[src/rtl/core_mem_bridge.sv]
// Per-port bridge from an SCR1 memory port to the local RAM slice and the NoC request/response path.
// Decodes by node region, tags remote requests with a rolling packet id and times out lost responses.
module core_mem_bridge #(
  parameter int unsigned NODE_ID         = 0,
  parameter int unsigned NODE_COUNT      = 9,
  parameter int unsigned AWIDTH          = 32,
  parameter int unsigned DWIDTH          = 32,
  parameter int unsigned REGION_BYTES    = 4096,
  parameter int unsigned PACKET_ID_WIDTH = 5,
  parameter int unsigned TIMEOUT         = 1023,
  parameter int unsigned READ_ONLY       = 0,
  localparam int unsigned NODE_W         = (NODE_COUNT > 1) ? $clog2(NODE_COUNT) : 1,
  localparam int unsigned BE_W           = DWIDTH / 8,
  localparam int unsigned OFF_W          = $clog2(REGION_BYTES)
) (
  input  logic                       clk,
  input  logic                       rst_n,
  input  logic                       core_req_i,
  input  logic                       core_cmd_i,
  input  logic [1:0]                 core_width_i,
  input  logic [AWIDTH-1:0]          core_addr_i,
  input  logic [DWIDTH-1:0]          core_wdata_i,
  output logic                       core_req_ack_o,
  output logic [DWIDTH-1:0]          core_rdata_o,
  output logic [1:0]                 core_resp_o,
  output logic                       ram_en_o,
  output logic                       ram_we_o,
  output logic [BE_W-1:0]            ram_be_o,
  output logic [OFF_W-3:0]           ram_addr_o,
  output logic [DWIDTH-1:0]          ram_wdata_o,
  input  logic [DWIDTH-1:0]          ram_rdata_i,
  output logic                       tx_valid_o,
  input  logic                       tx_ready_i,
  output logic [NODE_W-1:0]          tx_dest_o,
  output logic                       tx_cmd_o,
  output logic [BE_W-1:0]            tx_be_o,
  output logic [AWIDTH-1:0]          tx_addr_o,
  output logic [DWIDTH-1:0]          tx_wdata_o,
  output logic [PACKET_ID_WIDTH-1:0] tx_pid_o,
  input  logic                       rx_valid_i,
  output logic                       rx_ready_o,
  input  logic [PACKET_ID_WIDTH-1:0] rx_pid_i,
  input  logic                       rx_err_i,
  input  logic [DWIDTH-1:0]          rx_rdata_i
);

  localparam int unsigned REG_W = AWIDTH - OFF_W;
  localparam int unsigned PID_W = PACKET_ID_WIDTH;
  localparam int unsigned TMO_W = 32;

  localparam logic [1:0] RESP_NOTRDY = 2'b00;
  localparam logic [1:0] RESP_OK     = 2'b01;
  localparam logic [1:0] RESP_ER     = 2'b10;

  typedef enum logic [2:0] {
    S_IDLE,
    S_LOCAL,
    S_REMOTE_TX,
    S_REMOTE_WAIT,
    S_RESP
  } state_t;

  state_t              r_state;
  state_t              w_next;

  logic                r_cmd;
  logic [BE_W-1:0]     r_be;
  logic [AWIDTH-1:0]   r_addr;
  logic [DWIDTH-1:0]   r_wdata;
  logic [NODE_W-1:0]   r_dest;
  logic                r_err;
  logic [DWIDTH-1:0]   r_rdata;
  logic [PID_W-1:0]    r_pid;
  logic [PID_W-1:0]    r_cur_pid;
  logic [TMO_W-1:0]    r_tmo;
  logic                r_rx_ready;

  logic [REG_W-1:0]    w_region;
  logic                w_local;
  logic                w_unmapped;
  logic                w_misalign;
  logic                w_ro_wr;
  logic                w_bad;
  logic [BE_W-1:0]     w_be;
  logic                w_match;
  logic                w_tmo;

  // Address region decode and lane/alignment checks
  assign w_region   = core_addr_i[AWIDTH-1:OFF_W];
  assign w_local    = (w_region == REG_W'(NODE_ID));
  assign w_unmapped = (w_region >= REG_W'(NODE_COUNT));
  assign w_ro_wr    = (READ_ONLY != 0) && core_cmd_i;
  assign w_bad      = w_misalign || w_unmapped || w_ro_wr;

  always_comb begin
    w_be       = '0;
    w_misalign = 1'b0;
    case (core_width_i)
      2'b00: w_be = BE_W'(1) << core_addr_i[1:0];
      2'b01: begin
        w_be       = BE_W'(3) << core_addr_i[1:0];
        w_misalign = core_addr_i[0];
      end
      2'b10: begin
        w_be       = '1;
        w_misalign = |core_addr_i[1:0];
      end
      default: w_misalign = 1'b1;
    endcase
  end

  assign w_match = rx_valid_i && (rx_pid_i == r_cur_pid);
  assign w_tmo   = (TIMEOUT != 0) && (r_tmo == TMO_W'(TIMEOUT - 1));

  always_ff @(posedge clk or negedge rst_n) begin
    if (!rst_n) r_state <= S_IDLE;
    else        r_state <= w_next;
  end

  always_comb begin
    w_next         = r_state;
    core_req_ack_o = 1'b0;
    core_rdata_o   = '0;
    core_resp_o    = RESP_NOTRDY;
    ram_en_o       = 1'b0;
    ram_we_o       = 1'b0;
    ram_be_o       = '0;
    ram_addr_o     = '0;
    ram_wdata_o    = '0;
    tx_valid_o     = 1'b0;
    tx_dest_o      = '0;
    tx_cmd_o       = 1'b0;
    tx_be_o        = '0;
    tx_addr_o      = '0;
    tx_wdata_o     = '0;
    tx_pid_o       = '0;
    case (r_state)
      S_IDLE: begin
        if (core_req_i) begin
          core_req_ack_o = 1'b1;
          if (w_bad) begin
            w_next = S_RESP;
          end else if (w_local) begin
            ram_en_o    = 1'b1;
            ram_we_o    = core_cmd_i;
            ram_be_o    = w_be;
            ram_addr_o  = core_addr_i[OFF_W-1:2];
            ram_wdata_o = core_wdata_i;
            w_next      = S_LOCAL;
          end else begin
            w_next = S_REMOTE_TX;
          end
        end
      end
      S_LOCAL: begin
        core_resp_o  = RESP_OK;
        core_rdata_o = ram_rdata_i;
        w_next       = S_IDLE;
      end
      S_REMOTE_TX: begin
        tx_valid_o = 1'b1;
        tx_dest_o  = r_dest;
        tx_cmd_o   = r_cmd;
        tx_be_o    = r_be;
        tx_addr_o  = r_addr;
        tx_wdata_o = r_wdata;
        tx_pid_o   = r_pid;
        if (tx_ready_i) w_next = S_REMOTE_WAIT;
      end
      S_REMOTE_WAIT: begin
        if (w_match || w_tmo) w_next = S_RESP;
      end
      S_RESP: begin
        core_resp_o  = r_err ? RESP_ER : RESP_OK;
        core_rdata_o = r_rdata;
        w_next       = S_IDLE;
      end
      default: w_next = S_IDLE;
    endcase
  end

  // Request capture, pid rolling, response capture and timeout counting
  always_ff @(posedge clk or negedge rst_n) begin
    if (!rst_n) begin
      r_cmd      <= 1'b0;
      r_be       <= '0;
      r_addr     <= '0;
      r_wdata    <= '0;
      r_dest     <= '0;
      r_err      <= 1'b0;
      r_rdata    <= '0;
      r_pid      <= '0;
      r_cur_pid  <= '0;
      r_tmo      <= '0;
      r_rx_ready <= 1'b0;
    end else begin
      r_rx_ready <= 1'b1;
      case (r_state)
        S_IDLE: begin
          if (core_req_i) begin
            r_cmd   <= core_cmd_i;
            r_be    <= w_be;
            r_addr  <= core_addr_i;
            r_wdata <= core_wdata_i;
            r_dest  <= NODE_W'(w_region);
            r_err   <= w_bad;
            r_rdata <= '0;
          end
        end
        S_LOCAL: r_rdata <= ram_rdata_i;
        S_REMOTE_TX: begin
          if (tx_ready_i) begin
            r_cur_pid <= r_pid;
            r_pid     <= r_pid + PID_W'(1);
            r_tmo     <= '0;
          end
        end
        S_REMOTE_WAIT: begin
          r_tmo <= r_tmo + TMO_W'(1);
          if (w_match) begin
            r_rdata <= rx_rdata_i;
            r_err   <= rx_err_i;
          end else if (w_tmo) begin
            r_err <= 1'b1;
          end
        end
        default: ;
      endcase
    end
  end

  assign rx_ready_o = r_rx_ready;

endmodule

[config.mk]
export PLATFORM = sky130hd
export DESIGN_NAME = core_mem_bridge
export DESIGN_NICKNAME = d
export VERILOG_FILES = /design/src/rtl/core_mem_bridge.sv
export SDC_FILE = /design/constraint.sdc
export NUM_CORES = 1
export LEC_CHECK = 0
export CORE_MARGIN = 5
export CORE_UTILIZATION = 55
export CTS_CLUSTER_SIZE = 8
export DETAILED_ROUTE_END_ITERATION = 8
export DONT_BUFFER_PORTS = 1
export GPL_ROUTABILITY_DRIVEN = 0
export GPL_TIMING_DRIVEN = 0
export PLACE_DENSITY = 0.82
export SKIP_CTS_REPAIR_TIMING = 1
export SLEW_MARGIN = 40
export SYNTH_ARGS = -nofsm -noshare
export SYNTH_HDL_FRONTEND = slang
export SYNTH_SLANG_ARGS = --single-unit
[constraint.sdc]
create_clock -name clk -period 2.2 [get_ports clk]
set_input_delay 0.33 -clock clk [delete_from_list [all_inputs] [get_ports clk]]
set_output_delay 0.33 -clock clk [all_outputs]
set_load 0.005 [all_outputs]
==> results.py <==
metrics = {
    "status": {
        "status": "complete, but fails checks",
        "violations": "negative hold slack, negative setup slack",
    },
    "timing": {
        "setup_violations": 45,
        "whs_ns": -0.396,
        "setup_ws_ns": -0.0750,
        "tns_ns": -1.99,
        "slew_viol_final": 0,
        "worst_slew_pin_slew_ns": 0.714,
        "rsz0062_at_grt": "true",
        "fin_crit_sh_pct": 103,
        "hold_viol_final": 148,
        "max_freq_mhz": 440,
        "relSlewSlack_pct": 52.0,
        "min_period_ns": 2.28,
        "fin_skew_ns": 0.0100,
    },
    "global_routing": {
        "grt_overflow": 0,
        "antenna_found_initial": 0,
        "grt_max_degree": 149,
        "grt_pass1_wl_um": 33500,
        "grt.total_usage_pct": 25.9,
        "grt_pass1_vias": 6117,
    },
    "yosys": {
        "syn-num-nets": 862,
        "yosys-top-cells-area": "dfrtp_1 48%, mux2_2 14%, and2_1 10%, a22o_1 7.2%, nand2_1 2.7%",
        "synth.top_cell.area_share_pct": 47.6,
        "syn_area_mm2": 0.00778,
        "async_flop_share_pct": 100,
        "ys.flop_type": "dfrtp_1",
        "yosysWarnings": 0,
        "syn_avg_cell_area_um2": 10.9,
        "synth_cells": 717,
        "ys_ff_latch": 148,
        "synth_cell_types": 50,
        "synth-edff-count": 0,
        "ys_top_cells_by_count": "148 x dfrtp_1, 124 x and2_1, 97 x mux2_2",
        "synth.most_common_cell": "dfrtp_1",
        "yosys.area.top_type": "dfrtp_1",
        "synth_seq_area_share_pct": 47.6,
    },
    "floorplanning": {
        "die_y_um": 129,
        "fp.coreArea_mm2": 0.0139,
        "rows": 43,
        "dieArea_mm2": 0.0166,
        "io-pin-count": 305,
        "start_util_pct": 56.0,
        "die_w_um": 129,
    },
    "setup_path": {
        "cp-start-kind": "flip-flop",
        "required_ns": 1.87,
        "cp_max_fo": 10,
        "cp_data_arrival_time_ns": 1.95,
        "worstSetupPathType": "reg -> out",
        "endpoint_kind": "primary output",
    },
    "placement": {
        "pre_cts_ws_ns": -0.449,
        "hpwl_um": 16600,
        "placed_cells": 897,
        "io_buffers": 0,
    },
    "clocking": {
        "numCtsBuffers": 17,
        "clk_latency_ns": 0.42,
        "cts_buffer_depth": 2,
        "cts_sinks": 148,
        "clkTransAtPathRegs_ns": 0.06,
        "ctsRootBufferMaster": "clkbuf_16",
        "cts_tree": "built",
        "h-tree-depth": 4,
    },
    "routing": {
        "dr.pass1.iters": 5,
        "num_vias": 5943,
        "viasPerCell": 6.30,
        "wl_per_cell_um": 24.1,
        "drt-total-wl_um": 22800,
        "drtAntennaViolNets": 0,
        "drc": 0,
        "drtIter0Drc": 458,
    },
    "final_layout": {
        "fin_nets": 895,
        "fin_cells": 943,
        "ff_latch_area_mm2": 0.00370,
        "fillers": 1046,
        "drive_gt1_share_pct": 31.3,
        "multiInputGateArea_mm2": 0.00398,
        "antenna_cells": 0,
        "area_delta_synth_final_pct": 17.1,
        "finish.utilization_pct": 65.6,
    },
    "job": {
        "cap_violations": 0,
    },
    "hold_path": {
        "min_path_type": "in -> async",
    },
    "power": {
        "cellPowerDensity_mw_per_mm2": 1310,
        "p_leak_nw": 4.17,
        "power_mw": 12.0,
        "vdd_drop_max_mv": 0.781,
    },
}
## power by group
group / switching, mW / leakage (nW) / internal (mW)
Sequential: 0.583 / 1.87 / 3.73
Clock: 1.16 / 0.306 / 1.96
Combinational: 2.28 / 2.00 / 2.27
Total: 4.02 / 4.17 / 7.96
## worst max-delay path, cell delays in order, from the launching register on
cell and delay, ns:
dfrtp_1 0.38, buf_6 0.15, nor3_2 0.14, nand2_1 0.12, inv_2 0.07, and3_4 0.22
buf_8 0.16, clkbuf_16 0.15, and2_4 0.14
## layout make-up
class | instances | share of cell area (%)
Multi-Input combinational cell | 512 | 43.6
Inverter | 6 | 0.247
Buffer | 51 | 4.08
Clock buffer | 20 | 5.01
Timing Repair Buffer | 14 | 1.96
Tap cell | 180 | 2.47
Sequential cell | 148 | 40.7
Clock inverter | 12 | 1.94
## logic make-up after synthesis
group,after synthesis,share of synthesized area (%)
AOI/OAI and AO/OA,116,11.4
buffers and inverters,57,3.51
xor gates and xnor gates,9,1.01
muxes,113,16.1
adders and majority gates,3,0.483
other,1,0.0482
and+or+nand+nor,270,19.8
DFF,148,47.6
## path summary, 6_finish.rpt
kind	startpoint	slack [ns]	cells past startpoint	end
worst max-delay path	r_state[0]	-0.08	8	ram_wdata_o[21]
worst min-delay path	rst_n	-0.40	0	r_rdata[12]
worst max register to register	r_state[1]	0.19	7	r_rdata[24]
worst min register to register	r_tmo[31]	0.50	1	r_tmo[31]
max in group asynchronous	rst_n	2.43	0	r_wdata[25]
min in group clk	core_wdata_i[24]	0.05	1	r_wdata[24]
## state kept, by name (all words and copies together) (netlist names), 3 cells and up
signal / flops
r_wdata: 32
r_state: 3
r_tmo: 32
r_pid: 5
r_be: 4
r_cur_pid: 5
r_addr: 32
r_rdata: 32
## cell usage in the layout (no fill, tap or decap), drive strengths merged, types with 7 or more instances in the layout
cell type	Yosys	layout
a21oi	7	7
a22o	64	64
and2	124	124
and3	7	7
buf	28	48
clkbuf	23	36
dfrtp	148	148
inv	6	7
mux2	99	99
mux2i	14	14
nand2	55	55
nand3	17	17
nand4	13	13
nor2	16	16
nor3	10	10
nor4	13	13
o21ai	21	21
## per-layer routing
layer	vias to the layer above	GRT usage [%]	wire length [um]
met1	2956	31.6	8450
met3	50	7.85	1900
met4	0	8.65	592
met5	-	0	0
met2	318	44.1	11800
li1	2619	-	-
## through the flow
stage               area [um^2]  hold slack, ns
global placement           8010          0.0444
global route               9110          -0.415
detailed placement         8010          0.0445
finish                     9110          -0.396
floorplan                  7780          0.0344
CTS                        8640          -0.411
No activity file was read; power rests on OpenSTA's default activity.
